$ cat src/rtl/onehot_key_capture.sv
// Debounced one-hot key capture with a ready/valid handoff to an 8-to-3 encoder stage.
// Optional build macro PRIORITY_RESOLVE_EN: multi-hot patterns resolve to their lowest set bit.
//
// state    | meaning
// ---------+------------------------------------------------------------
// IDLE     | waiting for a stable non-zero pattern
// HOLD     | onehot/valid presented, waiting for ready
// WAIT_REL | code consumed or rejected, waiting for a stable all-zero release
module onehot_key_capture #(
  parameter int DEB_CYCLES = 16
) (
  input  logic       clk,
  input  logic       rst,
  input  logic [7:0] key_in,
  input  logic       ready,
  output logic [7:0] onehot,
  output logic       valid,
  output logic       err
);

  localparam int CNT_W = $clog2(DEB_CYCLES + 1);
  localparam logic [CNT_W-1:0] CNT_MAX = CNT_W'(DEB_CYCLES);

  typedef enum logic [1:0] {IDLE, HOLD, WAIT_REL} state_t;

  state_t           state_q, state_d;
  logic [7:0]       sync_meta, sync, sync_prev;
  logic [CNT_W-1:0] cnt_q;
  logic [7:0]       onehot_q, onehot_d;
  logic             valid_q, valid_d;
  logic             err_q, err_d;
  logic             stable, is_zero, is_onehot;

  always_ff @(posedge clk) begin
    if (rst) begin
      sync_meta <= 8'h00;
      sync      <= 8'h00;
      sync_prev <= 8'h00;
      cnt_q     <= '0;
    end else begin
      sync_meta <= key_in;
      sync      <= sync_meta;
      sync_prev <= sync;
      if (sync != sync_prev)
        cnt_q <= '0;
      else if (cnt_q != CNT_MAX)
        cnt_q <= cnt_q + CNT_W'(1);
    end
  end

  // A saturated count only counts as stable if sync did not just change;
  // otherwise a fresh edge would be accepted before the counter clears.
  assign stable    = (cnt_q == CNT_MAX) && (sync == sync_prev);
  assign is_zero   = (sync == 8'h00);
  assign is_onehot = !is_zero && ((sync & (sync - 8'd1)) == 8'h00);

`ifdef PRIORITY_RESOLVE_EN
  logic [7:0] lowest;
  assign lowest = sync & (~sync + 8'd1);
`endif

  always_ff @(posedge clk) begin
    if (rst) begin
      state_q  <= IDLE;
      onehot_q <= 8'h00;
      valid_q  <= 1'b0;
      err_q    <= 1'b0;
    end else begin
      state_q  <= state_d;
      onehot_q <= onehot_d;
      valid_q  <= valid_d;
      err_q    <= err_d;
    end
  end

  always_comb begin
    state_d  = state_q;
    onehot_d = onehot_q;
    valid_d  = valid_q;
    err_d    = 1'b0;
    case (state_q)
      IDLE: begin
        valid_d = 1'b0;
        if (stable && !is_zero) begin
          if (is_onehot) begin
            onehot_d = sync;
            valid_d  = 1'b1;
            state_d  = HOLD;
          end else begin
`ifdef PRIORITY_RESOLVE_EN
            onehot_d = lowest;
            valid_d  = 1'b1;
            state_d  = HOLD;
`else
            err_d    = 1'b1;
            state_d  = WAIT_REL;
`endif
          end
        end
      end
      HOLD: begin
        valid_d = 1'b1;
        if (ready) begin
          valid_d = 1'b0;
          state_d = WAIT_REL;
        end
      end
      WAIT_REL: begin
        valid_d = 1'b0;
        if (stable && is_zero)
          state_d = IDLE;
      end
      default: begin
        valid_d = 1'b0;
        state_d = IDLE;
      end
    endcase
  end

  assign onehot = onehot_q;
  assign valid  = valid_q;
  assign err    = err_q;

endmodule

$ cat config.mk
export PLATFORM = sky130hd
export DESIGN_NAME = onehot_key_capture
export DESIGN_NICKNAME = d
export VERILOG_FILES = /design/src/rtl/onehot_key_capture.sv
export SDC_FILE = /design/constraint.sdc
export NUM_CORES = 1
export LEC_CHECK = 0
export ABC_AREA = 1
export CORE_MARGIN = 2
export CORE_UTILIZATION = 49
export CTS_CLUSTER_DIAMETER = 120
export DETAILED_ROUTE_END_ITERATION = 7
export PLACE_DENSITY = 0.79
export REMOVE_ABC_BUFFERS = 1
export SLEW_MARGIN = 20
export SYNTH_ARGS = -nofsm -noshare
export SYNTH_HDL_FRONTEND = slang
export SYNTH_SLANG_ARGS = --single-unit
$ cat constraint.sdc
create_clock -name clk -period 1.5 [get_ports clk]
set_input_delay 0.3 -clock clk [delete_from_list [all_inputs] [get_ports clk]]
set_output_delay 0.3 -clock clk [all_outputs]
set_load 0.01 [all_outputs]
; After elaboration in Yosys (flattened, before gate mapping)
; Cells that the tools add are included.
[op_classes]
mux = 10
n_reduce_logical = 12
add_sub_neg = 2
eq_ne = 9
n_bitwise = 3
[ops]
columns = operator, n
row1 = 8-bit logical NOT, 2
row2 = 8-bit AND, 1
row3 = 8-bit == test, 1
row4 = 2-bit two-way mux, 4
row5 = 8-bit != test, 1
row6 = 8-bit by 1-bit subtractor with 8-bit output (second input constant), 1
row7 = 2-bit != test (second input constant), 3
row8 = 2-bit case mux with 3 select lines, 1
row9 = 3-bit AND reduction, 2
row10 = 5-bit by 1-bit adder with 5-bit output (second input constant), 1
row11 = 5-bit == test (second input constant), 1
row12 = 5-bit != test (second input constant), 1
row13 = 1-bit logical AND, 4
row14 = 1-bit two-way mux, 4
row15 = 3-bit OR reduction, 1
row16 = 2-bit by 1-bit == test with 1-bit output (second input constant), 1
row17 = 2-bit == test (second input constant), 1
row18 = 2-bit logical NOT, 1
row19 = 1-bit inverter, 2
row20 = 1-bit case mux with 2 select lines, 1
row21 = 2-bit OR reduction, 1
row22 = 1-bit logical NOT, 1
[word_totals]
output_inout_bits = 10
elab_cells = 44
regBits = 41
in_bits = 11

; Longest topological paths before layout
[logic_depth]
ltp_word = 7
ltp_mapped = 11
ltp_nobuf = 11

; Least setup slack after synthesis
; Ideal clock, no wire load.
[synth_timing]
kind = register to register
start = register cnt_q[0]
end = register onehot_q[0], in the netlist onehot[0]
synth_period_minus_slack_ns = 1.525
required_time_ns = 1.387
arrival_ns = 1.413
stages_incl_launch_ff = 10
setup_slack_ns = -0.025
n_path_buf = 0
setup_time_ns = 0.113
cell_sequence = dfxtp_1 inv_1 ha_1 nand2_1 nor3_4 inv_2 nor3_4 nand3_1 nand2_1 nor2_1
[synth_via]
elab_chain_cells = 4
[synth_rtl]
columns = item, line_no
row1 = start: declaration, 28  ; logic [CNT_W-1:0] cnt_q;
row2 = start signal: assignment, 47  ; cnt_q <= cnt_q + CNT_W'(1);
row3 = 5-bit == test, 53  ; assign stable = (cnt_q == CNT_MAX) && (sync == sync_prev);
row4 = 1-bit logical AND, 53
row5 = 1-bit logical AND, 84  ; if (stable && !is_zero) begin
row6 = 3-bit AND reduction (no source line), -
row7 = end signal: assignment, 70  ; onehot_q <= onehot_d;
row8 = end: declaration, 29  ; logic [7:0] onehot_q, onehot_d;
; Every way passes these cells.
; A chain may end at the register's enable or synchronous reset.

; Worst setup path in the final report
[layout_timing]
start = register cnt_q[0]
end = register onehot_q[4], in the netlist onehot[4]
; The elaborated chain is that of the path after synthesis.

==> flow_summary.yaml <==
run_status:
  status: "complete, but fails checks"
  violations: "setup timing"
critical_path:
  crit_type: "register to register"
  cp_num_buf_inv: 3
  crit_family: "simple AND/OR/NAND/NOR gates"
  r2r_end: "onehot[4]$_SDFFE_PP0P_"
  r2r_slack_ns: -0.04
  critical_path.slowest_cell: "dfxtp_2"
  cp-end-kind: "register"
  arrival_ns: 1.79
  critPathMaxFanout: 7
  r2r_cells: 10
  r2r-start: "cnt_q[0]$_SDFFE_PP0P_"
  crit_path_start_kind: "register"
  cp.required_ns: 1.76
  path_cells: "inv_2 -> ha_4 -> nand2_4 -> nor3_4 -> inv_2 -> nor3_4 -> buf_6 -> nand3_2 -> nand2_1 -> nor2_1"
  critPathMaxStageDelay_ns: 0.34
synthesis:
  yosys_warnings: 0
  ys_seq_area_share_pct: 48.02
  ys_ff_latch: 41
  synth.area.top_cells: "dfxtp_1 (48%), nand2_1 (13%), nor2_1 (11%)"
  syn_area_per_cell_sq_um: 7.092
  synth_cell_types: 23
  netlist_area_sq_um: 1709
  synth_cells: 241
  yosysTopAreaCell: "dfxtp_1"
  yosys.area.top_type_share_pct: 48.02
clocking:
  numCtsBuffers: 5
  cts_tree: "yes"
  clk_pin_slew_ns: 0.12
  cts.path.max_buffers: 2
  clock-sinks: 41
  clkLatencyLatePin_ns: 0.35
  cts_root_buffer: "clkbuf_4"
  htreeDepth: 2
  hold_buffers: 0
flow_run:
  drv_cap: 0
die:
  die_area_sq_um: 3977
  die_h_um: 63.06
  die_w_um: 63.06
  ios: 21
  start_util_pct: 51.22
  core-area_sq_um: 3337
  rows: 21
power_and_ir_drop:
  vdd_drop_max_v: 0.0007866
  p_total_w: 0.002021
  intPower_w: 0.001509
  p_leak_nw: 1.057
  p_comb_share_pct: 13.9
  switching_share_pct: 25.34
  p_per_area_nw_per_um2: 903.9
  clkPwrFrac_pct: 30.1
  p_switching_w: 0.0005121
  seq_power_share_pct: 56.1
hold_path:
  hp-start: "sync_meta[5]$_SDFF_PP0_"
  min_to: "sync[5]$_SDFF_PP0_"
  hold_path_depth: 2
  hold_class: "register to register"
place:
  dp_hpwl_mm: 2.135
  gp_congestion: 0.8402
  dp_cells: 314
  numPortBuffers: 20
  pre_cts_slack_ns: -0.009878
routing:
  num_vias: 1506
  avgViaCountPerCell: 4.591
  drtAntennaViolNets: 0
  drcViolationCount: 0
  wire_per_inst_um: 9.820
  drt_iter0_drc: 64
  firstDrtPassIters: 4
  wl_mm: 3.221
sta:
  setup-violations-final: 8
  relSlewSlack_pct: 84.07
  setup_tns_ns: -0.2035
  worst_slack_ns: -0.03846
  hold_viol: 0
  worst_slew_pin_slew_ns: 0.2381
  rsz0062_at_grt: "true"
  clock.fmax_mhz: 650.0
  min_period_ns: 1.538
  clock_skew_ns: 0.01228
  slew_violations: 0
  period_share_pct: 102.6
final_layout:
  final_cells: 328
  drive_gt1_share_pct: 24.11
  synthToLayoutAreaGrowth_pct: 30.82
  diodes: 0
  layout.nets: 294
  final_common_cell: "nand2_1"
  multi_input_area_sq_um: 790.8
  nFillCells: 301
  regArea_sq_um: 844.6
  layout_common_cells: "nand2_1 (55), nor2_1 (50), dfxtp_1 (32)"
global_route:
  grt_max_degree: 20
  groute.usage.overall_pct: 16.37
  gr-total-overflow: 0
  first_global_vias: 1260
  antenna_found_initial: 0
  grt_pass1_wl_mm: 5.140
## cell usage after synthesis (all sizes together)
cell,count
a21oi,7
clkbuf,3
clkinv,1
dfxtp,41
ha,2
inv,40
nand2,62
nand3,16
nand3b,1
nand4,1
nor2,59
nor3,3
nor4,1
o21ai,1
or2,1
xnor2,1
xor2,1
## through the flow
step | cell area, sq um | hold WS [ns] | utilization, %
2_1_floorplan | 1698 | 0.3691 | -
3_3_place_gp | 2031 | 0.3885 | 60.85
3_5_place_dp | 2031 | 0.3953 | 60.85
4_1_cts | 2107 | 0.4059 | 63.14
5_1_grt | 2236 | 0.4181 | 67.00
6_report | 2236 | 0.4009 | 67.00
## worst min-delay path, stage by stage (launching register included)
cell and delay, ns:
dfxtp_1 0.31, inv_1 0.04, nor2_1 0.03
## final cells by class
| cell class | count | share of cell area [%] |
|---|---|---|
| well taps | 46 | 2.574 |
| inverters | 41 | 6.883 |
| flip-flops and latches | 41 | 37.77 |
| multi-input cells | 156 | 35.37 |
| clock buffers | 7 | 2.910 |
| clock inverters | 1 | 0.2238 |
| repair buffers | 36 | 14.27 |
## flip-flops by register name, indices dropped and copies added (netlist names)
register   count
valid          1
state_q        2
onehot         8
sync_meta      8
err            1
cnt_q          5
sync           8
sync_prev      8
## kinds of logic after synthesis
family	count (synthesis)	synth area share, %
AOI/OAI and AO/OA	8	2.342
xor gates and xnor gates	2	1.025
adders and majority gates	2	1.464
buffers and inverters	44	9.663
DFF	41	48.02
and+or+nand+nor	144	37.48
## layer usage
metal  track usage, %  wire length [um]  up-vias
met2            25.93              1601       37
met5                0                 0        -
li1                 -                 -      799
met1            20.50              1402      662
met3            4.821               143        8
met4            7.500                74        0
## worst max path at each step
stage / from / endpoint / slack (ns) / cells past startpoint
4_1_cts: sync[3]$_SDFF_PP0_ / onehot[5]$_SDFFE_PP0P_ / 0.01 / 10
6_report: cnt_q[0]$_SDFFE_PP0P_ / onehot[4]$_SDFFE_PP0P_ / -0.04 / 10
5_1_grt: sync[1]$_SDFF_PP0_ / onehot[1]$_SDFFE_PP0P_ / -0.12 / 10
3_3_place_gp: sync[7]$_SDFF_PP0_ / onehot[6]$_SDFFE_PP0P_ / 0.02 / 10
2_1_floorplan: cnt_q[0]$_SDFFE_PP0P_ / onehot[0]$_SDFFE_PP0P_ / -0.03 / 9
3_5_place_dp: cnt_q[0]$_SDFFE_PP0P_ / onehot[6]$_SDFFE_PP0P_ / -0.01 / 9
## power groups by stage
stage	logic [W]	clock network [W]	registers, W
after floorplan	0.000141	0	0.00116
after global placement	0.000229	0	0.00116
after detailed placement	0.000235	0	0.00116
after CTS	0.000236	0.000626	0.00113
after global routing	0.000311	0.000691	0.00114
final	0.000280	0.000608	0.00113
## timing repair
item,4_1_cts,5_1_grt
buffers inserted,2,4
resized for setup,13,33
pin swaps,2,12
endpoints found under the setup margin,18,13
Power figures use the tool's default switching activity.
==> variant, RTL diff (same flow settings) <==
Change the parameter `DEB_CYCLES` from 16 to 32.
--- a/src/rtl/onehot_key_capture.sv
+++ b/src/rtl/onehot_key_capture.sv
@@ -7,7 +7,7 @@
 // HOLD     | onehot/valid presented, waiting for ready
 // WAIT_REL | code consumed or rejected, waiting for a stable all-zero release
 module onehot_key_capture #(
-  parameter int DEB_CYCLES = 16
+  parameter int DEB_CYCLES = 32
 ) (
   input  logic       clk,
   input  logic       rst,
Check against the original RTL: no difference found for any inputs over 10 cycles, from zero or initial values and one cycle with rst high; that may be too few to reach the edited logic, so the function may still have changed.
==> variant against the original RTL <==
  * Design area rose by 4.3%
  * Count of clock-buffer cells in the layout fell by 1
  * Largest power group unchanged
  * Sequential cell count rose by 1
  * Critical path depth did not move
  * Clock power rose by 53%
  * Area after synthesis rose by 4.3%
  * Worst setup slack improved by 0.066 ns
  * Power rose by 17%
  * Die area rose by 4.0%
  * Highest routed layer unchanged
  * Non-clock buffer count fell by 5
  * Largest cell class unchanged
  * Wire length rose by 6.6%
  * Final cell count rose by 3.4%
==> variant: results (changes against the original RTL) <==
| Metric | Value |
|---|---|
| Total number of vias | `1,549 (+2.9%)` |
| CP arrival | `1.75 ns (-0.04 ns)` |
| Routed wire length | `3440 um (+6.6%)` |
| Largest cells by area after synthesis | `dfxtp_1 (47%), nand2_1 (13%), nor2_1 (11%), inv_1 (8.8%), nand3_1 (4.2%)` |
| Clock Skew | `0.00613 ns (-0.00616 ns)` |
| CP Max Fanout | `4 (-3)` |
| Min-Delay Startpoint | `sync_meta[4]$_SDFF_PP0_` |
| Fraction of layout cells with a size suffix above 1 | `24.6% (+0.46 points)` |
| Cell Area, Placed | `2070 um^2 (+2.2%)` |
| DP HPWL | `2330 um (+9.2%)` |
| Largest net degree at the start of global routing | `22 (+10%)` |
| Cells after Synth | `256 (+6.2%)` |
| Register area share after synthesis | `47.2% (-0.87 points)` |
| Leakage Power | `1.12 nW (+6.0%)` |
| RR Startpoint | `sync[1]$_SDFF_PP0_` |
| Placer congestion estimate | `0.874 (+4.0%)` |
| Least-Margin Pin Slew | `0.295 ns (+0.0571 ns)` |
| CP peak stage delay | `0.40 ns (+0.06 ns)` |
| Setup_tns | `0 ns (+0.203 ns)` |
| Outcome | `finished clean` |
| Commonest cells in the synthesized netlist | `nand2_1 (62), nor2_1 (53), dfxtp_1 (42), inv_1 (42), nand3_1 (15)` |
| Total Nets Final | `305 (+3.7%)` |
| Hold Crit Endpoint | `sync[4]$_SDFF_PP0_` |
| Worst VDD drop | `0.741 mV (-5.8%)` |
| Post-placement cell count | `325 (+3.5%)` |
| Global-route wire length before repair | `5520 um (+7.4%)` |
| Pre-CTS setup slack | `0.0467 ns (+0.0566 ns)` |
| Flop-to-flop setup slack | `0.03 ns (+0.07 ns)` |
-- variant: changes by cell type after synthesis, moves of 2 or more --
cell,change
inv_1,+8
nand2_1,+4
nand2_2,-3
nor3_1,+2
nor3_4,-2
-- variant: tightest hold or removal path, cell delays in order, from the launching register on --
cell	delay, ns
dfxtp_1	0.32
inv_1	0.04
nor2_1	0.03
-- variant: layout make-up --
| class | count | area (um^2) | share of cell area [%] |
|---|---|---|---|
| tap | 46 | 57.6 | 2.47 |
| inverter | 51 | 199 | 8.53 |
| clock buffer | 6 | 51.3 | 2.20 |
| sequential | 42 | 865 | 37.1 |
| multi-input combinational | 161 | 828 | 35.5 |
| clock inverter | 2 | 60.1 | 2.58 |
| timing repair buffer | 31 | 270 | 11.6 |
-- variant: cells by family (layout without fill, tap and decap cells) --
kind of cell,count (synthesis),in the layout,synth area share [%]
buffers and inverters,54,90,11.4
AOI/OAI and AO/OA,8,8,2.25
adders and majority gates,2,2,1.40
and+or+nand+nor,150,151,37.8
DFF,42,42,47.2
-- variant: metal layers --
layer | up-vias | routed length (um) | GRT usage [%]
li1 | 835 | - | -
met1 | 672 | 1560 | 22.3
met2 | 35 | 1640 | 26.6
met3 | 7 | 170 | 5.81
met4 | 0 | 64 | 5.59
met5 | - | 0 | 0
-- variant: how the worst max path moves through the flow --
stage	end	slack [ns]	cells after the start	start
6_report	cnt_q[2]$_SDFFE_PP0P_	0.03	10	sync[1]$_SDFF_PP0_
5_1_grt	onehot[7]$_SDFFE_PP0P_	-0.07	11	sync[1]$_SDFF_PP0_
4_1_cts	onehot[2]$_SDFFE_PP0P_	0.02	9	sync[0]$_SDFF_PP0_
3_5_place_dp	onehot[2]$_SDFFE_PP0P_	0.05	9	sync[0]$_SDFF_PP0_
3_3_place_gp	onehot[1]$_SDFFE_PP0P_	0.07	10	sync[0]$_SDFF_PP0_
2_1_floorplan	state_q[0]$_SDFFE_PP0P_	0.12	8	cnt_q[0]$_SDFFE_PP0P_
-- variant: where the power goes --
part / internal, mW / total, mW / switching [mW]
Combinational: 0.111 / 0.276 / 0.165
Sequential: 1.14 / 1.16 / 0.0198
Clock: 0.564 / 0.929 / 0.365
Total: 1.82 / 2.37 / 0.549
-- variant: timing repair --
item                                    4_1_cts  5_1_grt
pin swaps                                     0        7
cloned                                        0        1
endpoints found under the setup margin       10       18
resized for setup                            10       44
hold endpoints to repair                      0        0
setup buffers                                 0        5
